## src/rtl/button_flag_gen.sv

```systemverilog
// Two-button front end: synchronise, debounce and turn presses (plus optional hold-to-repeat)
// into one-cycle, mutually exclusive increment/decrement flags.
module button_flag_gen #(
  parameter int unsigned DEBOUNCE_CYCLES = 1000000,
  parameter int unsigned REPEAT_EN       = 1,
  parameter int unsigned REPEAT_DELAY    = 25000000,
  parameter int unsigned REPEAT_PERIOD   = 10000000,
  parameter int unsigned BTN_ACTIVE_LOW  = 1
) (
  input  logic       FPGA_CLK,
  input  logic       FPGA_RST_N,
  input  logic       BTN_UP,
  input  logic       BTN_DOWN,
  output logic       flag_light_1,
  output logic       flag_light_2,
  output logic [1:0] btn_held
);

  localparam int unsigned DebW   = (DEBOUNCE_CYCLES > 2) ? $clog2(DEBOUNCE_CYCLES) : 1;
  localparam int unsigned TmrMax = (REPEAT_DELAY > REPEAT_PERIOD) ? REPEAT_DELAY : REPEAT_PERIOD;
  localparam int unsigned TmrW   = (TmrMax > 2) ? $clog2(TmrMax) : 1;

  localparam logic            RelLvl     = (BTN_ACTIVE_LOW != 0);
  localparam logic [DebW-1:0] DebLast    = DebW'(DEBOUNCE_CYCLES - 1);
  localparam logic [TmrW-1:0] DelayLoad  = TmrW'(REPEAT_DELAY - 1);
  localparam logic [TmrW-1:0] PeriodLoad = TmrW'(REPEAT_PERIOD - 1);

  typedef enum logic [1:0] {StIdle, StPressed, StRepeat, StHeld} state_e;

  logic [1:0] pin;
  logic [1:0] sync1_q, sync2_q;
  logic [1:0] pressed;
  logic [1:0] deb;
  logic [1:0] req;

  assign pin     = {BTN_DOWN, BTN_UP};
  assign pressed = sync2_q ^ {2{RelLvl}};

  always_ff @(posedge FPGA_CLK or negedge FPGA_RST_N) begin
    if (!FPGA_RST_N) begin
      sync1_q <= {2{RelLvl}};
      sync2_q <= {2{RelLvl}};
    end else begin
      sync1_q <= pin;
      sync2_q <= sync1_q;
    end
  end

  for (genvar i = 0; i < 2; i++) begin : g_chan
    logic [DebW-1:0] cnt_q;
    logic            deb_q;
    state_e          state_q;
    logic [TmrW-1:0] tmr_q;
    logic            req_c;

    always_ff @(posedge FPGA_CLK or negedge FPGA_RST_N) begin
      if (!FPGA_RST_N) begin
        cnt_q <= '0;
        deb_q <= 1'b0;
      end else if (pressed[i] == deb_q) begin
        cnt_q <= '0;
      end else if (cnt_q == DebLast) begin
        deb_q <= ~deb_q;
        cnt_q <= '0;
      end else begin
        cnt_q <= cnt_q + 1'b1;
      end
    end

    // In StIdle a high deb can only mean a fresh rising edge: every fall returns here.
    always_comb begin
      req_c = 1'b0;
      unique case (state_q)
        StIdle:              req_c = deb_q;
        StPressed, StRepeat: req_c = deb_q && (tmr_q == '0);
        StHeld:              req_c = 1'b0;
      endcase
    end

    always_ff @(posedge FPGA_CLK or negedge FPGA_RST_N) begin
      if (!FPGA_RST_N) begin
        state_q <= StIdle;
        tmr_q   <= '0;
      end else if (state_q != StIdle && !deb_q) begin
        state_q <= StIdle;
        tmr_q   <= '0;
      end else begin
        unique case (state_q)
          StIdle: begin
            if (deb_q) begin
              tmr_q   <= DelayLoad;
              state_q <= (REPEAT_EN != 0) ? StPressed : StHeld;
            end
          end
          StPressed, StRepeat: begin
            if (tmr_q == '0) begin
              tmr_q   <= PeriodLoad;
              state_q <= StRepeat;
            end else begin
              tmr_q <= tmr_q - 1'b1;
            end
          end
          StHeld: ;
        endcase
      end
    end

    assign deb[i] = deb_q;
    assign req[i] = req_c;
  end

  // Simultaneous requests cancel so the net step is zero.
  always_ff @(posedge FPGA_CLK or negedge FPGA_RST_N) begin
    if (!FPGA_RST_N) begin
      flag_light_1 <= 1'b0;
      flag_light_2 <= 1'b0;
    end else begin
      flag_light_1 <= req[0] & ~req[1];
      flag_light_2 <= req[1] & ~req[0];
    end
  end

  assign btn_held = deb;

endmodule

```

## config.mk

```make
export PLATFORM = sky130hd
export DESIGN_NAME = button_flag_gen
export DESIGN_NICKNAME = d
export VERILOG_FILES = /design/src/rtl/button_flag_gen.sv
export SDC_FILE = /design/constraint.sdc
export NUM_CORES = 1
export LEC_CHECK = 0
export BUFFER_PORTS_ARGS = -buffer_cell sky130_fd_sc_hd__buf_2
export CORE_MARGIN = 5
export CORE_UTILIZATION = 25
export CTS_CLUSTER_DIAMETER = 80
export CTS_CLUSTER_SIZE = 30
export DETAILED_ROUTE_END_ITERATION = 12
export PLACE_DENSITY = 0.45
export SETUP_SLACK_MARGIN = 0.15
export SYNTH_ARGS = -nofsm -noshare
export SYNTH_HDL_FRONTEND = slang
export SYNTH_SLANG_ARGS = --single-unit
```

## constraint.sdc

```tcl
create_clock -name FPGA_CLK -period 6.4 [get_ports FPGA_CLK]
set_clock_uncertainty 0.1 [all_clocks]
set_input_delay 0.64 -clock FPGA_CLK [delete_from_list [all_inputs] [get_ports FPGA_CLK]]
set_output_delay 0.64 -clock FPGA_CLK [all_outputs]
set_load 0.01 [all_outputs]
```

==> key figures, run 1 <==
Synth
  – Yosys reg bits: 102
  – Post-synth EDFFs: 0
  – Sequential area share after synthesis: 0.4401
  – Warnings from Yosys: 0
  – Synthesized area: ~5800 sq um
  – Library cells used by synthesis: 70
  – Asr flop ratio synth: 1.000
  – Mapped Cells: roughly 650
  – Synth Net Count: 663
  – Syn_area_per_cell: a little under 9 sq um
  – Top FF cell, synth: dfrtp_1

Critical path
  – Reg-to-reg setup timing slack: ~3.5 ns
  – Worst-path fanout max: 10
  – Worst r2r src: g_chan[1].tmr_q[0]
  – CP Data Arrival Time: 3.05 ns
  – Crit path kind: flip-flop to flip-flop
  – Worst path required time: about 6.6 ns
  – R2r endpoint: g_chan[1].state_q[1]
  – Crit path launch type: flip-flop
  – Crit end category: flip-flop
  – Reg2Reg Depth: 7

Clock network
  – H-tree levels: 3
  – Total CTS buffers: 9
  – Clk slew on worst S/H paths: ~0.070 ns
  – Post-CTS repair timing setup buffer count: 0
  – TritonCTS Sinks: ~100
  – Clk buf depth: 2
  – Clock latency at the later pin of the worst-skew pair: 0.36 ns
  – Post-cts sizing count: 0
  – CTS tree: done
  – Hold buffers post-CTS: 0
  – Clock root buffer: clkbuf_16

Cells and area
  – Nets: 646
  – Area growth from synthesis to layout: 10.55%
  – FF+latch area: around 2600 sq um
  – Multi-input logic area: between 3000 and 4000 sq um
  – Number of fill cells: 2407
  – Share of cells above drive strength 1: 0.07176
  – Layout Utilization: 0.2820
  – Antenna cell count: 0

Global route
  – Antenna violations before repair: 0
  – All-Layer GR Usage: 0.1103
  – Number of global-route vias before repair: between 4000 and 5000
  – Largest net degree at the start of global routing: 78
  – Remaining global-route overflow: 0
  – First-pass GRT wire length: between 20000 and 25000 um

Timing
  – Final WS setup: between 3 and 4 ns
  – Final Hold Fails: 0
  – Setup TNS: 0 ns
  – Slew Viols, Final: 0
  – Slew HR: 0.3313
  – Highest clock rate: 350.3 MHz
  – Worst-Margin Slew: 1.003 ns
  – Final Critical Period: approximately 2.9 ns
  – Fin crit share: 0.4461
  – RSZ-0062 raised after global routing: false
  – Final-report setup violation count: 0

Pwr
  – P_int: between 0.9 and 1 mW
  – Clk network pwr share: 0.471
  – Design Power: between 1 and 1.5 mW
  – Register share of total power: 0.510
  – Combinational share of power: 0.019
  – Static Leak: 2.748 nW
  – Sw Pwr: 0.2829 mW
  – Worst IR drop on VDD: between 100 and 150 uV
  – Net Sw Frac: 0.2206
  – PD cells: 199.6 nW/um^2

Detailed routing
  – Initial DRC Count: approximately 380
  – Number of vias per cell: 4.984
  – Routed length per instance: 14.73 um
  – Final wirelength: 14060 um
  – Total number of vias: ~4800
  – # DRC: 0
  – Drt first pass iters: 4
  – Antenna viol nets, final: 0

Floorplan
  – DIE WIDTH: between 150 and 200 um
  – Die area: around 26000 sq um
  – Initial core utilization: 0.2551
  – Core ar.: 22780 sq um
  – Top-Level Pins: 8
  – Core Rows: 55
  – Die height: around 160 um

Run
  – Max-cap viol count: 0

Placed design
  – Gpl congestion: between 0.7 and 0.8
  – I/O Buffers: 7
  – Post-DP HPWL: between 9000 and 10000 um
  – Setup WS pre-CTS: between 3 and 4 ns

Worst hold path
  – Min-delay worst type: primary input to async pin

Status
  – Status: complete, no violations
-- worst max-delay path, cell delays in order (launching register included) --
cell and delay (ns):
dfrtp_1 0.42, inv_1 0.08, ha_1 0.18, nor3b_1 0.57, and2_1 0.43, nand4_1 0.47
nor2_1 0.35, o32a_1 0.19
-- synthesized netlist by cell type (6+ instances only) --
cell type   n  area (sq um)
a211oi_1    8         60.06
a31oi_1     8         50.05
nand4_1     9         56.30
nor4_1     18         112.6
and3_1      9         56.30
inv_1      17         63.81
nand2_1    54         202.7
mux2i_1    10         100.1
dfrtp_1    98          2452
nor3_1     32         160.2
xnor2_1    25         219.0
nor2_1     78         292.8
ha_1        6         75.07
nand3_1    40         200.2
o21ai_0    36         180.2
xor2_1     19         166.4
a21oi_1    32         160.2
a21o_1      6         45.04
clkbuf_1   29         108.9
-- power by group through the flow --
stage                     registers [mW]  logic (mW)  clock network [mW]
after detailed placement           0.666      0.0264                   0
after floorplan                    0.665     0.00913                   0
after CTS                          0.654      0.0265               0.636
after global placement             0.666      0.0259                   0
after global routing               0.655      0.0297               0.655
final                              0.654      0.0245               0.604
-- metal layers --
| metal | vias up | part of all wire | wire length, um | GRT usage |
|---|---|---|---|---|
| met5 | - | 0 | 0 | 0 |
| met4 | 0 | 0.010 | 143 | 0.04075 |
| met3 | 12 | 0.025 | 347 | 0.02126 |
| met2 | 54 | 0.48 | 6680 | 0.1756 |
| met1 | 2357 | 0.49 | 6884 | 0.1490 |
| li1 | 2332 | - | - | - |
-- cell type report --
type	count	share of cell area
Clock inverter	7	0.01500
Tap cell	313	0.06097
Clock buffer	9	0.03506
Timing Repair Buffer	11	0.01052
Inverter	17	0.009934
Sequential cell	102	0.3981
Multi-Input combinational cell	495	0.4704
-- flip-flops by register name (all words and copies together), names as in the netlist --
register and count:
sync2_q 2, g_chan.cnt_q 40, g_chan.state_q 4, sync1_q 2
g_chan.tmr_q 50, flag_light_2 1, flag_light_1 1, g_chan.deb_q 2
-- worst max-delay path by stage --
stage                                end  slack, ns                from
floorplan            g_chan[1].tmr_q[13]       4.02  g_chan[1].tmr_q[0]
global placement    g_chan[1].state_q[1]       3.61  g_chan[1].tmr_q[0]
detailed placement    g_chan[1].tmr_q[3]       3.57  g_chan[1].tmr_q[1]
CTS                 g_chan[1].state_q[1]       3.56  g_chan[1].tmr_q[0]
global route        g_chan[1].state_q[1]       3.34  g_chan[1].tmr_q[1]
finish              g_chan[1].state_q[1]       3.55  g_chan[1].tmr_q[0]
-- layout by cell type (no fill, tap or decap), drive strengths merged, types with 19 or more instances in the layout --
master	n
dfrtp	98
nor2	78
nand2	54
nand3	40
o21ai	40
nor3	35
a21oi	33
xnor2	25
nor4	20
xor2	19
inv	19
-- through the flow --
step / std cells / cell area, sq um / hold WS [ns]
after floorplan: 653 / 5811 / 0.2444
after global placement: 938 / 6102 / 0.2501
after detailed placement: 938 / 6102 / 0.2521
after CTS: 954 / 6424 / 0.1037
after global routing: 954 / 6424 / 0.1311
final: 954 / 6424 / 0.1031
-- cell families (layout without fill, tap and decap cells) --
group                    Yosys count  in the layout  synth area share
adder cells (fa/ha/maj)            6              6           0.01292
AND/OR/NAND/NOR                  293            293            0.2623
flip-flops                       102            102            0.4401
XOR/XNOR                          44             44           0.06632
multiplexers                      13             13           0.02304
buffers and inverters             56             44           0.03983
AO/OA/AOI/OAI                    139            139            0.1555
Power figures use the tool's default switching activity.
==> inputs of run 2 (changes only) <==
--- a/config.mk
+++ b/config.mk
@@ -5,13 +5,14 @@
 export SDC_FILE = /design/constraint.sdc
 export NUM_CORES = 1
 export LEC_CHECK = 0
+export ABC_AREA = 1
 export BUFFER_PORTS_ARGS = -buffer_cell sky130_fd_sc_hd__buf_2
 export CORE_MARGIN = 5
 export CORE_UTILIZATION = 25
 export CTS_CLUSTER_DIAMETER = 80
 export CTS_CLUSTER_SIZE = 30
 export DETAILED_ROUTE_END_ITERATION = 12
-export PLACE_DENSITY = 0.45
+export PLACE_DENSITY = 0.46
 export SETUP_SLACK_MARGIN = 0.15
 export SYNTH_ARGS = -nofsm -noshare
 export SYNTH_HDL_FRONTEND = slang
==> constraint.sdc (replaced) <==
create_clock -name FPGA_CLK -period 2.35 [get_ports FPGA_CLK]
set_clock_uncertainty 0.1 [all_clocks]
set_input_delay 0.235 -clock FPGA_CLK [delete_from_list [all_inputs] [get_ports FPGA_CLK]]
set_output_delay 0.235 -clock FPGA_CLK [all_outputs]
set_load 0.01 [all_outputs]
==> run 2 against run 1 <==
  * Final cell count increased by 26%
  * Non-clock buffer count grew 8
  * Cell area rose by 9.0%
  * Die area increased by 6.4%
  * Core utilization up 0.50 points
  * Worst setup slack worse by 3.1 ns
  * First-iteration DRC count shrank 4.2%
  * Via count rose by 12%
  * Critical path type unchanged
  * Largest power group unchanged
==> key figures, run 2 <==
Timing
  – Final Hold Fails: 0 (unchanged)
  – Worst-Margin Slew: 0.4677 ns (-0.5354 ns)
  – Final WS setup: 0.4347 ns (-3.110 ns)
  – Setup TNS: 0 ns (unchanged)
  – Slew HR: 0.6858 (+0.3545)
  – Final hold slack: 0.2507 ns (+0.1476 ns)
  – Final Critical Period: 1.915 ns (-0.9395 ns)
  – RSZ-0062 raised after global routing: false
  – Highest clock rate: 522.1 MHz (+49%)
  – Fin crit share: 0.8150 (+0.3689)
  – Slew Viols, Final: 0 (unchanged)
  – Final-report setup violation count: 0 (unchanged)

Detailed routing
  – Number of vias per cell: 4.434 (-11%)
  – Initial DRC Count: 366 (-4.2%)
  – Routed length per instance: 12.76 um (-13%)
  – # DRC: 0 (unchanged)
  – Antenna viol nets, final: 0 (unchanged)
  – Drt first pass iters: 5 (+1)
  – Final wirelength: 15390 um (+9.5%)
  – Total number of vias: 5347 (+12%)

Cells and area
  – Most common cell after layout, fill and taps aside: nand2_1
  – Final Non-Filler Cells: 1206 (+26%)
  – Antenna cell count: 0 (unchanged)
  – Area growth from synthesis to layout: 12.80%
  – Number of fill cells: 2668 (+11%)
  – Biggest regs: g_chan.tmr_q: 50 flops, g_chan.cnt_q: 40 flops, g_chan.state_q: 4 flops
  – Max reg flops: 50 (unchanged)
  – Largest Register: g_chan.tmr_q
  – Share of cells above drive strength 1: 0.1032 (+0.03141)
  – Most frequent cells in the layout: nand2_1 (227), nor2_1 (149), inv_1 (101), dfrtp_1 (98), nand3_1 (65)
  – Nets: 887 (+37%)

Critical path
  – Crit path launch type: flip-flop
  – Crit path kind: flip-flop to flip-flop
  – Worst path required time: 2.53 ns (-4.07 ns)
  – Crit end category: flip-flop
  – CP Data Arrival Time: 2.09 ns (-0.96 ns)
  – Reg2Reg Depth: 8 (+1)
  – Worst-path fanout max: 7 (-3)

Pwr
  – Combinational share of power: 0.025 (+0.006)
  – Register share of total power: 0.498 (-0.012)
  – PD cells: 510.4 nW/um^2 (+160%)
  – Static Leak: 3.552 nW (+29%)
  – Worst IR drop on VDD: 385.8 uV (+210%)
  – Clk network pwr share: 0.478 (+0.007)
  – Sw Pwr: 0.8063 mW (+190%)
  – P_int: 2.766 mW (+180%)
  – Net Sw Frac: 0.2257 (+0.005098)

Placed design
  – Post-DP HPWL: 11450 um (+23%)
  – I/O Buffers: 7 (unchanged)
  – Setup WS pre-CTS: 0.4371 ns (-3.137 ns)
  – Gpl congestion: 0.8763 (+13%)
  – Inst Count DP: 1187 (+27%)

Clock network
  – Clk slew on worst S/H paths: 0.07 ns (about the same)
  – Total CTS buffers: 9 (unchanged)
  – Post-CTS repair timing setup buffer count: 0 (unchanged)
  – CTS tree: done
  – H-tree levels: 3 (unchanged)
  – Clk buf depth: 2 (unchanged)
  – Clock latency at the later pin of the worst-skew pair: 0.36 ns (about the same)
  – TritonCTS Sinks: 102 (unchanged)
  – Clock root buffer: clkbuf_16

Global route
  – First-pass GRT wire length: 25890 um (+7.9%)
  – Antenna violations before repair: 0 (unchanged)
  – Grt met1 use: 0.1544 (+0.005444)
  – Met2 usage in global routing: 0.1770 (+0.001352)
  – Number of global-route vias before repair: 5137 (+9.8%)
  – All-Layer GR Usage: 0.1111 (+0.0008182)
  – GRT met3 Usage: 0.02381 (+0.002549)
  – Largest net degree at the start of global routing: 42 (-46%)
  – Most Crowded Layer GR: met2
  – Remaining global-route overflow: 0 (unchanged)

Status
  – Status: complete, no violations

Synth
  – Syn_area_per_cell: 7.240 sq um (-19%)
  – Synth Net Count: 867 (+31%)
  – Mapped Cells: 857 (+31%)
  – Library cells used by synthesis: 41 (-41%)
  – Synth top area cells: dfrtp_1 (40%), nand2_1 (14%), nor2_1 (9.0%), inv_1 (6.1%), nand3_1 (5.2%)
  – Warnings from Yosys: 0 (unchanged)
  – Share of the synthesized area in the top cell type: 0.3952 (-0.02681)
  – Sequential area share after synthesis: 0.4122 (-0.02796)
  – Synthesized area: 6205 sq um (+6.8%)
  – Top FF cell, synth: dfrtp_1
  – Synth area leader: dfrtp_1
  – Most common library cells after synthesis: nand2_1 (227), nor2_1 (149), inv_1 (101), dfrtp_1 (98), nand3_1 (65)
  – Yosys reg bits: 102 (unchanged)
  – Top-count cell post-synth: nand2_1
  – Asr flop ratio synth: 1.000 (unchanged)
  – Post-synth EDFFs: 0 (unchanged)

Floorplan
  – Initial core utilization: 0.2544 (-0.0007088)
  – Top-Level Pins: 8 (unchanged)
  – Core ar.: 24390 sq um (+7.1%)
  – Core Rows: 57 (+3.6%)
  – Die height: 167.5 um (+3.1%)
  – Die area: 28070 sq um (+6.4%)
  – DIE WIDTH: 167.5 um (+3.1%)

Worst hold path
  – Min-delay worst type: primary input to async pin

Run
  – Max-cap viol count: 0 (unchanged)
run 2: changes by cell type after synthesis, moves of 18 or more:
cell / delta
nor2_1: +71
nor4_1: -18
inv_1: +84
nand3_1: +25
clkbuf_1: -28
nand2_1: +173
run 2: cells by family after synthesis:
kind of cell             after synthesis  synth area share
adder cells (fa/ha/maj)                6           0.01210
AO/OA/AOI/OAI                         66           0.06191
buffers and inverters                118           0.08026
XOR/XNOR                              29           0.04094
flip-flops                           102            0.4122
AND/OR/NAND/NOR                      536            0.3926
run 2: power by group through the flow:
stage                     Sequential [mW]  Combinational (mW)  Clock [mW]
final                                1.78              0.0877        1.71
after global routing                 1.78               0.104        1.84
after CTS                            1.78              0.0938        1.78
after detailed placement             1.81              0.0888           0
after global placement               1.81              0.0890           0
after floorplan                      1.81              0.0327           0
run 2: final cells by class:
class | count | area, sq um | share of cell area
multi-input combinational | 637 | 3149 | 0.4499
sequential | 102 | 2557 | 0.3654
inverter | 108 | 407.9 | 0.05828
tap | 324 | 405.4 | 0.05792
clock buffer | 10 | 239.0 | 0.03414
timing repair buffer | 19 | 147.6 | 0.02109
clock inverter | 6 | 92.59 | 0.01323
run 2: worst paths after layout:
path / slack, ns / endpoint / startpoint
max reg2reg: 0.43 / flag_light_1 / g_chan[0].tmr_q[1]
max in group asynchronous: 1.24 / g_chan[0].tmr_q[9] / FPGA_RST_N
min reg2reg: 0.25 / sync2_q[1] / sync1_q[1]
max: 0.43 / flag_light_1 / g_chan[0].tmr_q[1]
min in group FPGA_CLK: 0.25 / sync2_q[1] / sync1_q[1]
min: 0.25 / g_chan[1].tmr_q[13] / FPGA_RST_N
run 2: what timing repair did:
| item | in CTS | in global routing |
|---|---|---|
| hold endpoints to repair | 25 | 0 |
| setup endpoints to repair | 0 | 0 |
| hold buffers | 3 | 0 |
| resized for setup | 0 | 0 |
run 2: layer usage:
| metal | up-vias | routed length (um) |
|---|---|---|
| met5 | - | 0 |
| met4 | 0 | 191 |
| met3 | 12 | 590 |
| met2 | 92 | 7088 |
| met1 | 2468 | 7517 |
| li1 | 2775 | - |
run 2: per-stage QoR:
step                power (mW)    util  area (sq um)
finish                   3.572  0.2870          6999
global route             3.721  0.2870          6999
CTS                      3.648  0.2870          6999
detailed placement       1.902  0.2721          6638
global placement         1.902  0.2721          6638
floorplan                1.844       -          6205
run 2: critical path: stages (launching register included):
cell and delay [ns]:
dfrtp_1 0.39, inv_1 0.08, ha_1 0.30, nand2_1 0.13
nor2_1 0.13, nand3_1 0.19, nor2_2 0.19, nand3_1 0.15
a21oi_1 0.17
==> inputs of run 3 (changes only) <==
--- a/config.mk
+++ b/config.mk
@@ -12,7 +12,7 @@
 export CTS_CLUSTER_DIAMETER = 80
 export CTS_CLUSTER_SIZE = 30
 export DETAILED_ROUTE_END_ITERATION = 12
-export PLACE_DENSITY = 0.46
+export PLACE_DENSITY = 0.45
 export SETUP_SLACK_MARGIN = 0.15
 export SYNTH_ARGS = -nofsm -noshare
 export SYNTH_HDL_FRONTEND = slang
==> constraint.sdc (replaced) <==
create_clock -name FPGA_CLK -period 1.95 [get_ports FPGA_CLK]
set_clock_uncertainty 0.1 [all_clocks]
set_input_delay 0.195 -clock FPGA_CLK [delete_from_list [all_inputs] [get_ports FPGA_CLK]]
set_output_delay 0.195 -clock FPGA_CLK [all_outputs]
set_load 0.01 [all_outputs]
==> run 3 against run 2 <==
  * Via count up 1.0%
  * Register-to-register slack worse by 0.20 ns
  * Critical path depth down 1
  * Core utilization up 1.8 points
  * Routed wire length up 1.5%
  * Cell area up 6.3%
  * Highest routed layer unchanged
  * First-iteration DRC count down 32%
  * Worst setup slack worse by 0.20 ns
  * Maximum frequency up 12%
  * Global-route usage up 0.12 points
  * Critical path type unchanged
  * Final cell count up 2.4%
==> key figures, run 3 (synthesis gave the netlist of run 2 again) <==
Status
  – Status: complete, no violations

Cells and area
  – Biggest regs: g_chan.tmr_q: 50 flops, g_chan.cnt_q: 40 flops, g_chan.state_q: 4 flops
  – Most frequent cells in the layout: nand2_1 (220), nor2_1 (133), inv_1 (96), dfrtp_1 (95), nand3_1 (63)
  – Nets: 916 (+3.3%)
  – FF+latch area: 2561 sq um (+0.15%)
  – Max reg flops: 50 (unchanged)
  – Layout Utilization: 0.3051 (+0.01816)
  – Antenna cell count: 0 (unchanged)
  – Most common cell after layout, fill and taps aside: nand2_1
  – Share of cells above drive strength 1: 0.1745 (+0.07136)
  – Area growth from synthesis to layout: 19.94%
  – Number of fill cells: 2638 (-1.1%)
  – Largest Register: g_chan.tmr_q
  – Multi-input logic area: 3347 sq um (+6.3%)

Critical path
  – Crit path launch type: flip-flop
  – Worst-path fanout max: 4 (-3)
  – Crit end category: flip-flop
  – Worst path required time: 2.13 ns (-0.40 ns)
  – Reg-to-reg setup timing slack: 0.24 ns (-0.20 ns)
  – Reg2Reg Depth: 7 (-1)
  – R2r endpoint: g_chan[1].tmr_q[15]
  – Crit path kind: flip-flop to flip-flop
  – Worst r2r src: g_chan[1].tmr_q[13]
  – CP Data Arrival Time: 1.89 ns (-0.20 ns)

Detailed routing
  – Initial DRC Count: 248 (-32%)
  – Number of vias per cell: 4.373 (-1.4%)
  – Drt first pass iters: 4 (-1)
  – Final wirelength: 15630 um (+1.5%)
  – Total number of vias: 5401 (+1.0%)
  – Antenna viol nets, final: 0 (unchanged)
  – # DRC: 0 (unchanged)
  – Routed length per instance: 12.65 um (-0.84%)

Floorplan
  – Die height: 167.5 um (unchanged)
  – Core ar.: 24390 sq um (unchanged)
  – DIE WIDTH: 167.5 um (unchanged)
  – Die area: 28070 sq um (unchanged)
  – Initial core utilization: 0.2544 (unchanged)
  – Core Rows: 57 (unchanged)
  – Top-Level Pins: 8 (unchanged)

Global route
  – Antenna violations before repair: 0 (unchanged)
  – Remaining global-route overflow: 0 (unchanged)
  – All-Layer GR Usage: 0.1123 (+0.001210)
  – First-pass GRT wire length: 26250 um (+1.4%)
  – Largest net degree at the start of global routing: 35 (-17%)
  – Number of global-route vias before repair: 5274 (+2.7%)

Timing
  – Slew HR: 0.6565 (-0.02933)
  – Final-report setup violation count: 0 (unchanged)
  – Highest clock rate: 584.2 MHz (+12%)
  – RSZ-0062 raised after global routing: true
  – Worst-Margin Slew: 0.5153 ns (+0.04759 ns)
  – Slew Viols, Final: 0 (unchanged)
  – Final Hold Fails: 0 (unchanged)
  – Final Critical Period: 1.712 ns (-0.2034 ns)
  – Setup TNS: 0 ns (unchanged)
  – Fin crit share: 0.8779 (+0.06286)
  – Final WS setup: 0.2381 ns (-0.1966 ns)

Clock network
  – Clock latency at the later pin of the worst-skew pair: 0.36 ns (about the same)
  – Clock root buffer: clkbuf_16
  – Total CTS buffers: 9 (unchanged)
  – CTS tree: done
  – H-tree levels: 3 (unchanged)
  – Clk buf depth: 2 (unchanged)
  – Clk slew on worst S/H paths: 0.07 ns (about the same)
  – TritonCTS Sinks: 102 (unchanged)

Placed design
  – Post-DP HPWL: 11540 um (+0.77%)
  – I/O Buffers: 7 (unchanged)
  – Setup WS pre-CTS: 0.1160 ns (-0.3211 ns)
  – Gpl congestion: 0.8206 (-6.4%)

Pwr
  – Static Leak: 3.737 nW (+5.2%)
  – PD cells: 562.2 nW/um^2 (+10%)
  – Worst IR drop on VDD: 394.7 uV (+2.3%)

Worst hold path
  – Min-delay worst type: primary input to async pin

Run
  – Max-cap viol count: 0 (unchanged)
## run 3: changes by cell type in the layout (fill, tap and decap cells not counted), moves of 4 or more
cell     delta
nor2_1     -16
nor2_4      +5
ha_1        -4
nand2_1     -7
buf_4      +22
inv_1       -5
buf_12      +5
nand2_2     +6
nor2_2     +11
inv_2       +4
## run 3: power by group
part,internal [mW],total (mW),switching [mW]
Clock,1.04,1.92,0.883
Sequential,2.13,2.14,0.0130
Combinational,0.0399,0.118,0.0785
## run 3: what timing repair did
item,CTS,global route
resized for setup,2,55
cloned,0,2
setup endpoints to repair,18,48
buffers inserted,3,7
hold endpoints to repair,31,0
pin swaps,0,11
hold buffers,3,0
## run 3: area by class of cell
class / count / share of cell area
multi-input cells: 639 / 0.4497
flip-flops and latches: 102 / 0.3441
inverters: 108 / 0.05582
repair buffers: 46 / 0.05548
well taps: 324 / 0.05447
clock buffers: 11 / 0.03262
clock inverters: 5 / 0.007734
## run 3: worst max-delay path by stage
| stage | from | to | slack (ns) | cells after the start |
|---|---|---|---|---|
| finish | g_chan[1].tmr_q[13] | g_chan[1].tmr_q[15] | 0.24 | 7 |
| global route | g_chan[0].state_q[0] | g_chan[0].tmr_q[7] | 0.14 | 9 |
| CTS | g_chan[1].tmr_q[0] | g_chan[1].tmr_q[7] | 0.15 | 9 |
| detailed placement | g_chan[0].tmr_q[0] | flag_light_2 | 0.12 | 9 |
| global placement | g_chan[0].tmr_q[0] | g_chan[0].tmr_q[14] | 0.10 | 9 |
| floorplan | g_chan[1].state_q[0] | g_chan[1].tmr_q[4] | 0.17 | 9 |
## run 3: worst max-delay path: stages (launching register included)
cell      delay (ns)
dfrtp_1         0.41
buf_4           0.16
nor2_1          0.17
nand2_1         0.07
nor2_1          0.18
nand2_1         0.16
or2_0           0.22
o211ai_1        0.15
## run 3: per-layer routing
layer	wire length, um	global-route usage	vias to the layer above
met3	378	0.02051	16
met4	235	0.03387	0
met2	7137	0.1819	65
li1	-	-	2833
met5	0	0	-
met1	7875	0.1532	2487
## run 3: stage by stage
stage,hold slack [ns],total power [mW],instances,instance area (sq um)
after floorplan,-0.2006,2.222,857,6205
after global placement,0.1031,2.304,1204,6815
after detailed placement,0.1092,2.305,1204,6815
after CTS,0.2649,4.260,1226,7188
after global routing,0.2679,4.352,1235,7442
final,0.2508,4.184,1235,7442
